### config.mk
export PLATFORM = sky130hd
export DESIGN_NAME = branch_resolve_unit
export DESIGN_NICKNAME = d
export VERILOG_FILES = /design/src/rtl/branch_resolve_unit.sv
export SDC_FILE = /design/constraint.sdc
export NUM_CORES = 1
export LEC_CHECK = 0
export ABC_AREA = 0
export ABC_CLOCK_PERIOD_IN_PS = 4500
export BUFFER_PORTS_ARGS = -buffer_cell sky130_fd_sc_hd__buf_4
export CORE_MARGIN = 2
export CORE_UTILIZATION = 25
export CTS_CLUSTER_DIAMETER = 200
export DETAILED_ROUTE_END_ITERATION = 7
export GPL_ROUTABILITY_DRIVEN = 1
export SLEW_MARGIN = 20
export SYNTH_ARGS = -nofsm -noshare
export SYNTH_HDL_FRONTEND = slang
export SYNTH_SLANG_ARGS = --single-unit
### constraint.sdc
create_clock -name clk -period 4.5 [get_ports clk]
set_input_delay 0.45 -clock clk [delete_from_list [all_inputs] [get_ports clk]]
set_output_delay 0.45 -clock clk [all_outputs]
set_load 0.05 [all_outputs]
### src/rtl/branch_resolve_unit.sv
// Resolves branches/jumps in EX against the prediction carried from fetch; drives
// the fetch redirect, the predictor update strobe, the wrong-path squash and accuracy counters.
module branch_resolve_unit #(
  parameter int XLEN      = 32,
  parameter int PHT_IDX_W = 8,
  parameter int CNT_W     = 32
) (
  input  logic                 clk,
  input  logic                 rst,
  input  logic                 stall,
  input  logic                 F_valid,
  input  logic [XLEN-1:0]      F_PC,
  input  logic                 F_pred_taken,
  input  logic [PHT_IDX_W-1:0] F_pht_idx,
  input  logic                 F_btb_hit,
  input  logic [XLEN-1:0]      F_btb_target,
  input  logic                 E_is_cond,
  input  logic                 E_is_jump,
  input  logic                 E_cond_taken,
  input  logic [XLEN-1:0]      E_jb_target,
  output logic                 redirect_valid,
  output logic [XLEN-1:0]      redirect_pc,
  output logic                 ex_update_en,
  output logic                 ex_actual_taken,
  output logic [XLEN-1:0]      ex_pc,
  output logic [XLEN-1:0]      ex_actual_target,
  output logic [PHT_IDX_W-1:0] pht_idx_ex,
  output logic                 squash,
  output logic [CNT_W-1:0]     br_total,
  output logic [CNT_W-1:0]     br_mispred
);

  logic                 d_valid_reg, d_pred_taken_reg, d_btb_hit_reg;
  logic [XLEN-1:0]      d_pc_reg, d_btb_target_reg;
  logic [PHT_IDX_W-1:0] d_pht_idx_reg;
  logic                 e_valid_reg, e_pred_taken_reg, e_btb_hit_reg, e_done_reg;
  logic [XLEN-1:0]      e_pc_reg, e_btb_target_reg;
  logic [PHT_IDX_W-1:0] e_pht_idx_reg;
  logic [CNT_W-1:0]     br_total_reg, br_mispred_reg;

  logic            res, taken, redirect;
  logic [XLEN-1:0] seq_pc, act_next, pred_next;

  // Resolution gated by rst so nothing strobes while reset is being sampled.
  always_comb begin
    seq_pc    = e_pc_reg + XLEN'(4);
    taken     = E_is_jump | E_cond_taken;
    res       = e_valid_reg & (E_is_cond | E_is_jump) & ~e_done_reg & ~rst;
    act_next  = taken ? E_jb_target : seq_pc;
    pred_next = (e_pred_taken_reg & e_btb_hit_reg) ? e_btb_target_reg : seq_pc;
    redirect  = res & (act_next != pred_next);
  end

  assign redirect_valid   = redirect;
  assign squash           = redirect;
  assign redirect_pc      = e_valid_reg ? act_next : '0;
  assign ex_update_en     = res;
  assign ex_actual_taken  = e_valid_reg & taken;
  assign ex_actual_target = e_valid_reg ? E_jb_target : '0;
  assign ex_pc            = e_pc_reg;
  assign pht_idx_ex       = e_pht_idx_reg;
  assign br_total         = br_total_reg;
  assign br_mispred       = br_mispred_reg;

  always_ff @(posedge clk) begin
    if (rst) begin
      d_valid_reg      <= 1'b0;
      d_pred_taken_reg <= 1'b0;
      d_btb_hit_reg    <= 1'b0;
      d_pc_reg         <= '0;
      d_btb_target_reg <= '0;
      d_pht_idx_reg    <= '0;
      e_valid_reg      <= 1'b0;
      e_pred_taken_reg <= 1'b0;
      e_btb_hit_reg    <= 1'b0;
      e_done_reg       <= 1'b0;
      e_pc_reg         <= '0;
      e_btb_target_reg <= '0;
      e_pht_idx_reg    <= '0;
      br_total_reg     <= '0;
      br_mispred_reg   <= '0;
    end else begin
      if (res)      br_total_reg   <= br_total_reg + CNT_W'(1);
      if (redirect) br_mispred_reg <= br_mispred_reg + CNT_W'(1);
      if (!stall) begin
        d_valid_reg      <= F_valid & ~redirect;
        d_pred_taken_reg <= F_pred_taken;
        d_btb_hit_reg    <= F_btb_hit;
        d_pc_reg         <= F_PC;
        d_btb_target_reg <= F_btb_target;
        d_pht_idx_reg    <= F_pht_idx;
        e_valid_reg      <= d_valid_reg & ~redirect;
        e_pred_taken_reg <= d_pred_taken_reg;
        e_btb_hit_reg    <= d_btb_hit_reg;
        e_pc_reg         <= d_pc_reg;
        e_btb_target_reg <= d_btb_target_reg;
        e_pht_idx_reg    <= d_pht_idx_reg;
        e_done_reg       <= 1'b0;
      end else begin
        // A held branch resolves once; the done flag blocks repeat strobes.
        if (redirect) d_valid_reg <= 1'b0;
        if (res)      e_done_reg  <= 1'b1;
      end
    end
  end

endmodule
======== Word-level counts from Yosys, hierarchy flattened ========
Cells that the tools add are included.
operators by class
  $add $sub $neg .......................... 3
  equality and inequality tests ........... 2
  mux-type cells .......................... 6
  bitwise gates (word level) .............. 14
  reduce and logical (&&, ||, !) cells .... 1
operators with widths
  operator                                                          count
  32-bit 2-to-1 mux                                                 4
  32-bit by 1-bit adder with 32-bit output (second input constant)  2
  32-bit by 3-bit adder with 32-bit output (second input constant)  1
  32-bit != test                                                    1
  1-bit bitwise AND                                                 8
  1-bit inverter                                                    4
  1-bit 2-to-1 mux                                                  2
  2-bit by 1-bit != test with 1-bit output (second input constant)  1
  1-bit bitwise OR                                                  2
  2-bit OR reduction                                                1
word-level totals
  register bits after elaboration ......... 215
  bits of input ports ..................... 113
  output and inout bits ................... 172
  logic and storage cells ................. 41

======== Longest topological paths before layout ========
  word-level depth ........................ 8
  mapped depth ............................ 15
  gate-level depth less buffers ........... 12

======== Least setup slack after synthesis ========
Ideal clock, no wire load.
  kind .................................... register -> output
  start point ............................. register e_pc_reg[8], in the netlist ex_pc[8]
  end point ............................... output port squash
  arrival ................................. 4.206 ns
  data required time ...................... 4.050 ns
  setup slack ............................. -0.156 ns
  stages on the path, launching flop included .. 14
  path buffers ............................ 3
  cells stage by stage .................... dfxtp_1 -> buf_2 -> nand4_2 -> or3_4 -> buf_6 -> or3_1 -> and3_1 -> or3b_1 -> or4_1 -> o31ai_2 -> nand3_1 -> o21ai_1 -> inv_1 -> buf_4
on the way
  word-level cells in the longest chain between the ends .. 4
  elaborated cells between the ends (all ways) .. 5
  those cells by class .................... 1 x add/sub; 1 x eq/ne; 2 x mux; 1 x bitwise
ends and longest elaborated chain
  item                                          line    source
  start, declared                               37      logic [XLEN-1:0] e_pc_reg, e_btb_target_reg;
  start signal, assigned                        95      e_pc_reg <= d_pc_reg;
  32-bit by 3-bit adder with 32-bit output (*)  46      seq_pc = e_pc_reg + XLEN'(4);
  32-bit 2-to-1 mux (on tied branches)          49, 50
  32-bit != test (*)                            51      redirect = res & (act_next != pred_next);
  1-bit bitwise AND (*)                         51
  end, declared                                 28      output logic squash,
Every way passes the cells marked *; elsewhere a longest branch is shown, timed or not.

======== Worst setup path after layout ========
  start point ............................. register e_pc_reg[6], in the netlist ex_pc[6]
  end point ............................... output port redirect_valid
on the way
  word-level cells in the longest chain between the ends .. 4
  elaborated cells between the ends (all ways) .. 5
  those cells by class .................... 1 x add/sub; 1 x eq/ne; 2 x mux; 1 x bitwise
ends and longest elaborated chain
  item                                          line    source
  32-bit by 3-bit adder with 32-bit output (*)  46
  32-bit 2-to-1 mux (on tied branches)          49, 50
  32-bit != test (*)                            51
  1-bit bitwise AND (*)                         51
  end, declared                                 21      output logic redirect_valid,
Marked as above.

==> run metrics <==
largest net degree at the start of global routing=96; FFs w/ async S/R, synth=0; largest stage delay on the critical path=0.51 ns; dominant cell by count in the synthesized netlist=nor2_1; grt met3 use=0.03656; Max-slew headroom=0.3153; clock sinks=215; Mapped Cells=1,339; critical path's top delay family=simple AND/OR/NAND/NOR gates; Synth area leader=dfxtp_1; Setup crit start kind=register; DP Cell Count=2,187; leakage power=6.712 nW; met2 Use GR=0.2717; PortBufs=284; H-tree Lvls=1; Fin Clk Skew=0.01476 ns; DRC=0; Power Dens Cells=308.0 mW/mm2; syn nets=1,455; fill count=4,822; Detailed Place HPWL=32,380 um; root buffer cell=clkbuf_16; ordered cell list for the critical path=and4_4 -> nand4_1 -> or3_4 -> and3_1 -> or3b_1 -> or4_4 -> o31ai_4 -> nand3_2 -> o21ai_4 -> inv_2 -> buf_6; met1 usage=0.2196; register area share after synthesis=0.3684; Setup TNS=0 ns; wire length of the first global-routing pass=61,350 um; vias in the first global route=10,050; final wirelength=42,410 um; Req. time, crit path=4.05 ns; drt pass-1 iters=5; CP max FO=6; EDFF count, synth=0; initial antenna violation count=4; TritonCTS clock tree=yes; non-filler cells, final=2,239; chip height=220.2 um; chip width=220.2 um; starting density of the core=0.2520; Slew Limit Fails=0; top cells by count, synth=nor2_1 (260), dfxtp_1 (215), mux2i_1 (158); R2R depth=11; worst path buffer plus inverter count=2; arrival time worst endpoint=3.89 ns; final setup fails=0; # IOs=285; run status=completed; initial drt markers=663; Syn-to-layout area delta=33.85%; Core Region=0.04636 mm2; Total GRT Usage=0.1673; Avg Cell Area, Syn=8.725 um2; Placement Rows=79; WS Path Type=reg -> out; Synth Flop Type=dfxtp_1; clk_lat worst skew=0.55 ns; synthesis warning total=0; endpoint type of the worst setup path=output port; Worst Hold Class=in -> reg; final period utilization=0.9645; grt ovf=0; WL per Instance=18.94 um; MaxCap Viol Count=0; Tmin final=4.340 ns; DRT antenna net count=0; Synth area leaders=dfxtp_1 (37%), mux2i_1 (14%), nor2_1 (8.4%), xor2_1 (4.1%), xnor2_1 (4.0%); GRT busiest layer=met2; TritonCTS buffer count=26; VDD IR max=0.0002597 V; worst slew pin tran=1.027 ns; clock transition at the registers of the reported paths=0.06 ns; Worst path depth=11; area of the mapped netlist=0.01168 mm2; RSZ-0062 raised after global routing=no; nets=1,729; Max Clock Freq=0.2304 GHz; Yosys reg bits=215; hold depth=3; DIE AREA=0.04847 mm2; layout cells sized above 1=0.2894; CTS Buffer Depth=3; final hold violation count=0; vias=10,760; drt via density=4.804; Cell variety after synth=82; CP max-delay cell=or4_4; Synth top area share=0.3684; routability cong.=0.8831
[final timing paths]
check / from / endpoint / slack, ns
setup / recovery: ex_pc[6] / redirect_valid / 0.16
hold / removal: F_PC[4] / d_pc_reg[4] / 0.13
setup reg to reg: ex_pc[6] / br_mispred[10] / 0.63
hold reg to reg: d_pc_reg[27] / ex_pc[27] / 0.49
[cell usage in the layout, fill, tap and decap left out, types with 10 or more instances in the layout]
cell,instances
or3_1,10
o21ai_0,29
clkbuf_16,27
nand4_1,27
a21oi_1,23
buf_4,335
a211oi_1,19
nor2_1,259
and3_1,21
mux2_4,19
xor2_1,53
xnor2_1,54
nand2_1,55
nor2b_1,29
and2_1,42
inv_1,10
a21oi_2,19
nor4_1,10
mux2i_1,158
nand3_1,43
dfxtp_1,201
nor3_1,16
[tightest hold or removal path, stage by stage]
cell and delay, ns:
buf_4 0.07, mux2i_1 0.05, nor2_1 0.07
[where the power goes]
part | internal (mW) | switching [mW] | leakage, nW
clock | 1.33 | 0.845 | 0.433
combinational | 0.253 | 0.367 | 4.52
sequential | 1.97 | 0.0541 | 1.76
[cell type report]
class,count,area [um2],area share
Antenna cell,1,2.502,0.0001600
Clock buffer,38,757.0,0.04841
Clock inverter,8,122.6,0.007841
Inverter,12,45.04,0.002880
Multi-Input combinational cell,1017,7007,0.4481
Sequential cell,215,4342,0.2776
Tap cell,607,759.5,0.04857
Timing Repair Buffer,341,2603,0.1664
[what timing repair did]
item | 4_1_cts | 5_1_grt
hold buffers | 0 | 0
setup endpoints to repair | 2 | 2
buffers inserted | 3 | 2
pin swaps | 4 | 6
gates resized for setup | 10 | 30
hold endpoints to repair | 0 | 0
[logic make-up (layout without fill, tap and decap cells)]
group                    Yosys count  after routing  synth area share
other                              0              1                 0
adder cells (fa/ha/maj)            3              3          0.003213
multiplexers                     187            187            0.1694
AO/OA/AOI/OAI                    157            157           0.09746
XOR/XNOR                         111            111           0.08568
AND/OR/NAND/NOR                  559            559            0.2326
flip-flops                       215            215            0.3684
buffers and inverters            107            399           0.04316
[metal layers]
metal / share of wire / vias up
li1: - / 5217
met3: 0.067 / 57
met4: 0.030 / 2
met1: 0.44 / 5137
met2: 0.46 / 344
met5: 0.00038 / -
[metrics by stage]
stage / setup WS, ns / instance area (um2) / power, mW / util / hold slack [ns]
CTS: 0.0008802 / 15500 / 4.888 / 0.3344 / 0.1044
detailed placement: 0.2739 / 14560 / 2.678 / 0.3140 / 0.4798
global placement: 0.2638 / 14560 / 2.669 / 0.3140 / 0.4710
finish: 0.1598 / 15640 / 4.816 / 0.3373 / 0.1341
floorplan: 0.003182 / 11690 / 2.425 / - / 0.4600
global route: 0.005198 / 15640 / 5.011 / 0.3373 / 0.1148
No activity file was read; power rests on OpenSTA's default activity.
